### src/rtl/dmem_lsu_ctrl.sv
// Load/store sequencer between an RV32I core and a word-only synchronous data memory.
// Handles sub-word load extension, read-modify-write sub-word stores and access checks.
`timescale 1ns/1ps

module dmem_lsu_ctrl #(
    parameter int          ADDR_WIDTH = 32,
    parameter int          DATA_WIDTH = 32,
    parameter int unsigned MEM_BYTES  = 1 << 20
) (
    input  logic                  clk,
    input  logic                  rst_n,
    input  logic                  req_valid,
    output logic                  req_ready,
    input  logic                  req_we,
    input  logic [2:0]            req_funct3,
    input  logic [ADDR_WIDTH-1:0] req_addr,
    input  logic [DATA_WIDTH-1:0] req_wdata,
    output logic                  resp_valid,
    input  logic                  resp_ready,
    output logic [DATA_WIDTH-1:0] resp_rdata,
    output logic                  resp_err,
    output logic [ADDR_WIDTH-1:0] mem_addr,
    output logic                  mem_rw,
    output logic [DATA_WIDTH-1:0] mem_wdata,
    input  logic [DATA_WIDTH-1:0] mem_rdata
);

    localparam logic [2:0] S_IDLE   = 3'd0;
    localparam logic [2:0] S_LD_RD  = 3'd1;
    localparam logic [2:0] S_LD_CAP = 3'd2;
    localparam logic [2:0] S_ST_WR  = 3'd3;
    localparam logic [2:0] S_RMW_RD = 3'd4;
    localparam logic [2:0] S_RMW_WR = 3'd5;
    localparam logic [2:0] S_RESP   = 3'd6;

    logic [2:0]            state;
    logic [2:0]            funct3_q;
    logic [ADDR_WIDTH-1:0] addr_q;
    logic [DATA_WIDTH-1:0] wdata_q;
    logic                  req_bad;
    logic [DATA_WIDTH-1:0] load_ext;
    logic [DATA_WIDTH-1:0] merged;
    logic [7:0]            ld_byte;
    logic [15:0]           ld_half;

    // NOTE: every always_comb output gets a default first, so no path can infer a latch.
    always_comb begin
        req_bad = 1'b0;
        case (req_funct3)
            3'b000:  req_bad = 1'b0;
            3'b100:  req_bad = req_we;
            3'b001:  req_bad = req_addr[0];
            3'b101:  req_bad = req_we | req_addr[0];
            3'b010:  req_bad = |req_addr[1:0];
            default: req_bad = 1'b1;
        endcase
        if (req_addr >= ADDR_WIDTH'(MEM_BYTES))
            req_bad = 1'b1;
    end

    assign ld_byte = mem_rdata[{addr_q[1:0], 3'b000} +: 8];
    assign ld_half = addr_q[1] ? mem_rdata[31:16] : mem_rdata[15:0];

    always_comb begin
        load_ext = mem_rdata;
        case (funct3_q)
            3'b000:  load_ext = {{24{ld_byte[7]}}, ld_byte};
            3'b100:  load_ext = {24'h0, ld_byte};
            3'b001:  load_ext = {{16{ld_half[15]}}, ld_half};
            3'b101:  load_ext = {16'h0, ld_half};
            default: load_ext = mem_rdata;
        endcase
    end

    // Sub-word store: replace only the target lane of the word read back in RMW_RD.
    always_comb begin
        merged = mem_rdata;
        if (funct3_q[0])
            merged[{addr_q[1], 4'b0000} +: 16] = wdata_q[15:0];
        else
            merged[{addr_q[1:0], 3'b000} +: 8] = wdata_q[7:0];
    end

    assign req_ready  = (state == S_IDLE);
    assign resp_valid = (state == S_RESP);
    assign mem_addr   = {addr_q[ADDR_WIDTH-1:2], 2'b00};
    assign mem_rw     = (state == S_ST_WR) || (state == S_RMW_WR);
    assign mem_wdata  = (state == S_ST_WR)  ? wdata_q :
                        (state == S_RMW_WR) ? merged  : '0;

    // NOTE: sequential state uses non-blocking assignments so all registers update together.
    always_ff @(posedge clk or negedge rst_n) begin
        if (!rst_n) begin
            state      <= S_IDLE;
            funct3_q   <= '0;
            addr_q     <= '0;
            wdata_q    <= '0;
            resp_rdata <= '0;
            resp_err   <= 1'b0;
        end else begin
            case (state)
                S_IDLE: begin
                    if (req_valid) begin
                        funct3_q   <= req_funct3;
                        addr_q     <= req_addr;
                        wdata_q    <= req_wdata;
                        resp_rdata <= '0;
                        resp_err   <= req_bad;
                        if (req_bad)
                            state <= S_RESP;
                        else if (!req_we)
                            state <= S_LD_RD;
                        else if (req_funct3 == 3'b010)
                            state <= S_ST_WR;
                        else
                            state <= S_RMW_RD;
                    end
                end
                S_LD_RD:  state <= S_LD_CAP;
                S_LD_CAP: begin
                    resp_rdata <= load_ext;
                    state      <= S_RESP;
                end
                S_ST_WR:  state <= S_RESP;
                S_RMW_RD: state <= S_RMW_WR;
                S_RMW_WR: state <= S_RESP;
                S_RESP: begin
                    if (resp_ready)
                        state <= S_IDLE;
                end
                default:  state <= S_IDLE;
            endcase
        end
    end

endmodule

### config.mk
export PLATFORM = sky130hd
export DESIGN_NAME = dmem_lsu_ctrl
export DESIGN_NICKNAME = d
export VERILOG_FILES = /design/src/rtl/dmem_lsu_ctrl.sv
export SDC_FILE = /design/constraint.sdc
export NUM_CORES = 1
export LEC_CHECK = 0
export ABC_AREA = 1
export CAP_MARGIN = 20
export CORE_UTILIZATION = 51
export DETAILED_ROUTE_END_ITERATION = 16
export PLACE_DENSITY = 0.87
export RECOVER_POWER = 50
export SLEW_MARGIN = 20
export SYNTH_ARGS = -nofsm -noshare
export SYNTH_HDL_FRONTEND = slang
export SYNTH_SLANG_ARGS = --single-unit
### constraint.sdc
create_clock -name clk -period 5.6 [get_ports clk]
set_input_delay 0.56 -clock clk [delete_from_list [all_inputs] [get_ports clk]]
set_output_delay 0.56 -clock clk [all_outputs]
set_load 0.005 [all_outputs]
; ---- Word level (Yosys, flattened, before mapping)
; Cells that the tools add are included.
[word_totals]
reg_bits = 103
inputBits = 104
output_inout_bits = 100
elab_cells = 57
[classes]
addsub = 2
order_cmp = 1
eq_ne = 15
shift = 5
mux = 17
bitwise_logic = 1
reduce_logical = 10
[op_table]
columns = cell, count
row1 = 2-to-1 mux 32 bit, 4
row2 = case mux 32 bit (4 select lines), 1
row3 = bitwise mux 32 bit, 2
row4 = case mux 32 bit (2 select lines), 1
row5 = greater-or-equal comparator 32 x 21 -> 1 bit (second input constant), 1
row6 = variable shift 16 x 7 -> 32 bit (first input constant), 1
row7 = variable shift 8 x 7 -> 32 bit (first input constant), 1
row8 = variable part select 16 x 7 -> 32 bit, 1
row9 = variable part select 32 x 6 -> 8 bit, 1
row10 = variable part select 8 x 7 -> 32 bit, 1
row11 = == test 3 bit (second input constant), 7
row12 = 2-to-1 mux 16 bit, 1
row13 = 2-to-1 mux 3 bit, 5
row14 = case mux 3 bit (5 select lines), 1
row15 = negator 5 -> 7 bit, 2
row16 = == test 3 x 1 -> 1 bit (second input constant), 3
row17 = == test 3 x 2 -> 1 bit (second input constant), 3
row18 = zero test 3 bit, 3
row19 = AND reduction 2 bit, 3
row20 = case mux 1 bit (5 select lines), 1
row21 = OR reduction 3 bit, 1
row22 = != test 2 x 1 -> 1 bit (second input constant), 1
row23 = != test 2 bit (second input constant), 1
row24 = nonzero test 2 bit, 1
row25 = 4 further kinds, 4

; ---- Longest topological paths before layout
[depth]
ltp_word = 6
mapped_depth = 10
ltp_nobuf = 8

; ---- Worst setup path after synthesis
; OpenSTA, ideal clock, no wires.
[synth_path]
path_type = register to output
from = reg addr_q[0]
to = out mem_wdata[29]
arrival_ns = 1.692
t_required_ns = 5.040
slack_ns = 3.348
path_stages_with_launch = 11
n_path_buf = 3
path_cell_list = dfrtp_1 > clkbuf_2 > inv_1 > ha_1 > buf_2 > inv_1 > buf_2 > nand3_1 > o221ai_1 > nand3_1 > nand2_1
[synth_between]
elab_chain_len = 6
word_cells_on_any_way = 7
classes_between = 1 x add/sub / 2 x shift / 4 x mux
[synth_lines]
columns = item, line_no
row1 = "start, declared", 38  ; logic [ADDR_WIDTH-1:0] addr_q;
row2 = "start signal, assigned", 105  ; addr_q <= req_addr;
row3 = negator 5 -> 7 bit (*), 81  ; merged[{addr_q[1:0], 3'b000} +: 8] = wdata_q[7:0];
row4 = variable part select 8 x 7 -> 32 bit / variable shift 8 x 7 -> 32 bit (equally long branches), 81
row5 = bitwise mux 32 bit (*), 81
row6 = 2-to-1 mux 32 bit (*), 78  ; if (funct3_q[0])
row7 = 2-to-1 mux 32 bit (*), 89  ; (state == S_RMW_WR) ? merged : '0;
row8 = 2-to-1 mux 32 bit (*), 88  ; assign mem_wdata = (state == S_ST_WR) ? wdata_q :
row9 = "end, declared", 24  ; output logic [DATA_WIDTH-1:0] mem_wdata,
; Every way passes the cells marked *; elsewhere a longest branch is shown, timed or not.

; ---- Worst setup path in the final report
[layout_path]
from = reg addr_q[0]
to = out mem_wdata[3]
; The elaborated chain is that of the path after synthesis.

==> flow_summary.json <==
{
  "holdBufCountCts": 0,
  "core_region_area_sq_um": 12160,
  "dp_hpwl_mm": 14.43,
  "fin_nets": 1153,
  "dr.pass1.iters": 6,
  "p_sw_mw": 1.879,
  "timing.slew.headroom": -0.6765,
  "routed_via_density": 5.533,
  "swShare": 0.4404,
  "crit_path_end": "mem_wdata[3]",
  "post_drt_wl_per_cell_um": 16.22,
  "syn_area_sq_um": 6437,
  "fin_skew_ns": 0.006970,
  "slew_viol_final": 102,
  "drtIter0Drc": 690,
  "yosysUniqueCellTypes": 33,
  "gr-usage-all-layers": 0.3123,
  "final_common_cell": "nand2_1",
  "worstReg2RegStart": "state[2]$_DFFE_PN0P_",
  "hold_path_class": "reg2reg",
  "hold_viol": 0,
  "drive_above_1_share": 0.04099,
  "cts_made_buffers": 9,
  "p_seq_frac": 0.312,
  "worst-r2r-setup-slack_ns": 1.88,
  "syn_area_per_cell_sq_um": 7.059,
  "timing_worst_setup_path_type": "reg2out",
  "synth_seq_cells": 103,
  "setup_violations": 0,
  "grt_overflow": 0,
  "drtAntennaViolNets": 0,
  "ioPinCount": 204,
  "cap_violations": 2,
  "rr_worst_depth": 7,
  "finalCriticalPeriod_ns": 4.023,
  "synthCells": 912,
  "initial_core_util": 0.5293,
  "crit_start": "addr_q[0]$_DFFE_PN0P_",
  "arrival_ns": 3.46,
  "final_cell_mix": "nand2_1 (335), clkdlybuf4s50_1 (154), dfrtp_1 (102)",
  "worst_pin_slew_ns": 2.515,
  "yosys_warnings": 0,
  "peakVddDrop_uv": 260.7,
  "antenna_cells": 0,
  "pwr-share-clk": 0.153,
  "place_area_sq_um": 8138,
  "htreeDepth": 3,
  "portBuffers": 201,
  "status": "finished, violations left",
  "cts_resized": 0,
  "synth_top_area_frac": 0.4004,
  "pwr_density_cell_nw_per_um2": 506.1,
  "required_ns": 5.04,
  "vias": 6734,
  "fin_tns_setup_ns": 0,
  "hold-worst-slack_ns": 0.4737,
  "die-width_um": 114.4,
  "clock_latency_ns": 0.35,
  "die-area_sq_um": 13080,
  "antenna_found_initial": 0,
  "nFillCells": 1030,
  "crit_fanout": 27,
  "cts_sinks": 103,
  "end_kind": "primary output",
  "ys_seq_area_frac": 0.4004,
  "violations": "max-capacitance violations, max-slew violations",
  "grt_pass1_wl_mm": 31.61,
  "drc": 0,
  "postCtsSetupBuffers": 0,
  "p_comb_frac": 0.535,
  "clockBufferDepth": 2,
  "fin_crit_sh": 0.7184,
  "place.gp.congestion": 0.9722,
  "p_leak_nw": 4.027,
  "num_rows": 40,
  "start_kind": "flop",
  "grt_max_degree": 79,
  "ctsRootBufferMaster": "clkbuf_16",
  "cts_tree": "built",
  "syn_to_final_growth_pct": 30.98,
  "synth.area.top_cells": "dfrtp_1 (40%), nand2_1 (19%), o21ai_0 (6.0%)",
  "cts.clk_slew.worst_paths_ns": 0.07,
  "power_mw": 4.267,
  "design_area_sq_um": 8432,
  "rr_endpoint": "wdata_q[5]$_DFFE_PN0P_",
  "rsz0062_at_grt": "false",
  "yosysTopAreaCell": "dfrtp_1",
  "drt_wl_total_mm": 19.74,
  "die_h_um": 114.4,
  "p_int_mw": 2.388,
  "fmax_mhz": 248.6,
  "grt_pass1_vias": 6104
}
-- metrics by stage --
stage	worst slack (ns)	util	std cells
2_1_floorplan	3.348	-	913
3_3_place_gp	2.119	0.6691	1201
3_5_place_dp	2.053	0.6691	1201
4_1_cts	1.665	0.6944	1217
5_1_grt	1.307	0.6933	1217
6_report	1.577	0.6933	1217
-- layout make-up --
cell class | instances | area [sq um] | area share
tap | 168 | 210.2 | 0.02493
clock buffer | 9 | 225.2 | 0.02671
multi-input combinational | 657 | 3043 | 0.3609
inverter | 67 | 251.5 | 0.02983
timing repair buffer | 206 | 2041 | 0.2420
sequential | 103 | 2579 | 0.3058
clock inverter | 7 | 82.58 | 0.009794
-- power by group through the flow --
stage | clock network, mW | registers (mW) | logic (mW)
2_1_floorplan | 0 | 1.27 | 1.62
3_3_place_gp | 0 | 1.34 | 2.26
3_5_place_dp | 0 | 1.34 | 2.31
4_1_cts | 0.660 | 1.33 | 2.32
5_1_grt | 0.689 | 1.38 | 2.54
6_report | 0.651 | 1.33 | 2.28
-- cell usage after synthesis, drive strengths merged --
| cell | count |
|---|---|
| o211ai | 16 |
| o221ai | 16 |
| o21ai | 86 |
| or2 | 4 |
| o31ai | 1 |
| nand3 | 67 |
| clkbuf | 15 |
| buf | 71 |
| inv | 67 |
| o22ai | 8 |
| dfrtp | 103 |
| nor3 | 4 |
| nand4 | 6 |
| o2111ai | 1 |
| a21oi | 74 |
| nand3b | 1 |
| nand2 | 337 |
| ha | 5 |
| conb | 1 |
| nor2 | 29 |
-- routing by layer --
layer,vias up,global-route usage,part of all wire
met5,-,0,0
met2,348,0.4954,0.45
met1,3110,0.4097,0.41
met4,0,0.1264,0.031
li1,3221,-,-
met3,55,0.07782,0.10
-- registers in the layout, indices dropped and copies added, names as in the netlist --
signal,cells
state,3
resp_rdata,32
addr_q,32
resp_err,1
wdata_q,32
funct3_q,3
-- kinds of logic after synthesis --
| kind of cell | Yosys count | share of synthesized area |
|---|---|---|
| flip-flops | 103 | 0.4004 |
| AO/OA/AOI/OAI | 202 | 0.1775 |
| adder cells (fa/ha/maj) | 5 | 0.009718 |
| other | 1 | 0.0005825 |
| AND/OR/NAND/NOR | 448 | 0.2855 |
| buffers and inverters | 153 | 0.1263 |
-- critical path, stage by stage, from the launching register on --
cell and delay, ns:
dfrtp_1 0.85, inv_1 0.31, ha_1 0.43, nor2_1 0.39
nand4_1 0.23, o211ai_1 0.14, nand3_1 0.08, o21ai_0 0.09
clkdlybuf4s50_1 0.59
-- how the worst min path moves through the flow --
stage | start | to | slack (ns) | cells after the start
final | resp_rdata[24]$_DFFE_PN0P_ | resp_rdata[24]$_DFFE_PN0P_ | 0.47 | 2
after global routing | resp_rdata[24]$_DFFE_PN0P_ | resp_rdata[24]$_DFFE_PN0P_ | 0.50 | 2
after CTS | rst_n | resp_rdata[13]$_DFFE_PN0P_ | 0.24 | 1
after detailed placement | addr_q[23]$_DFFE_PN0P_ | addr_q[23]$_DFFE_PN0P_ | 0.46 | 2
after global placement | wdata_q[16]$_DFFE_PN0P_ | wdata_q[16]$_DFFE_PN0P_ | 0.46 | 2
after floorplan | rst_n | addr_q[0]$_DFFE_PN0P_ | 0.26 | 0
Note: power is estimated with default switching activity, not from simulation.
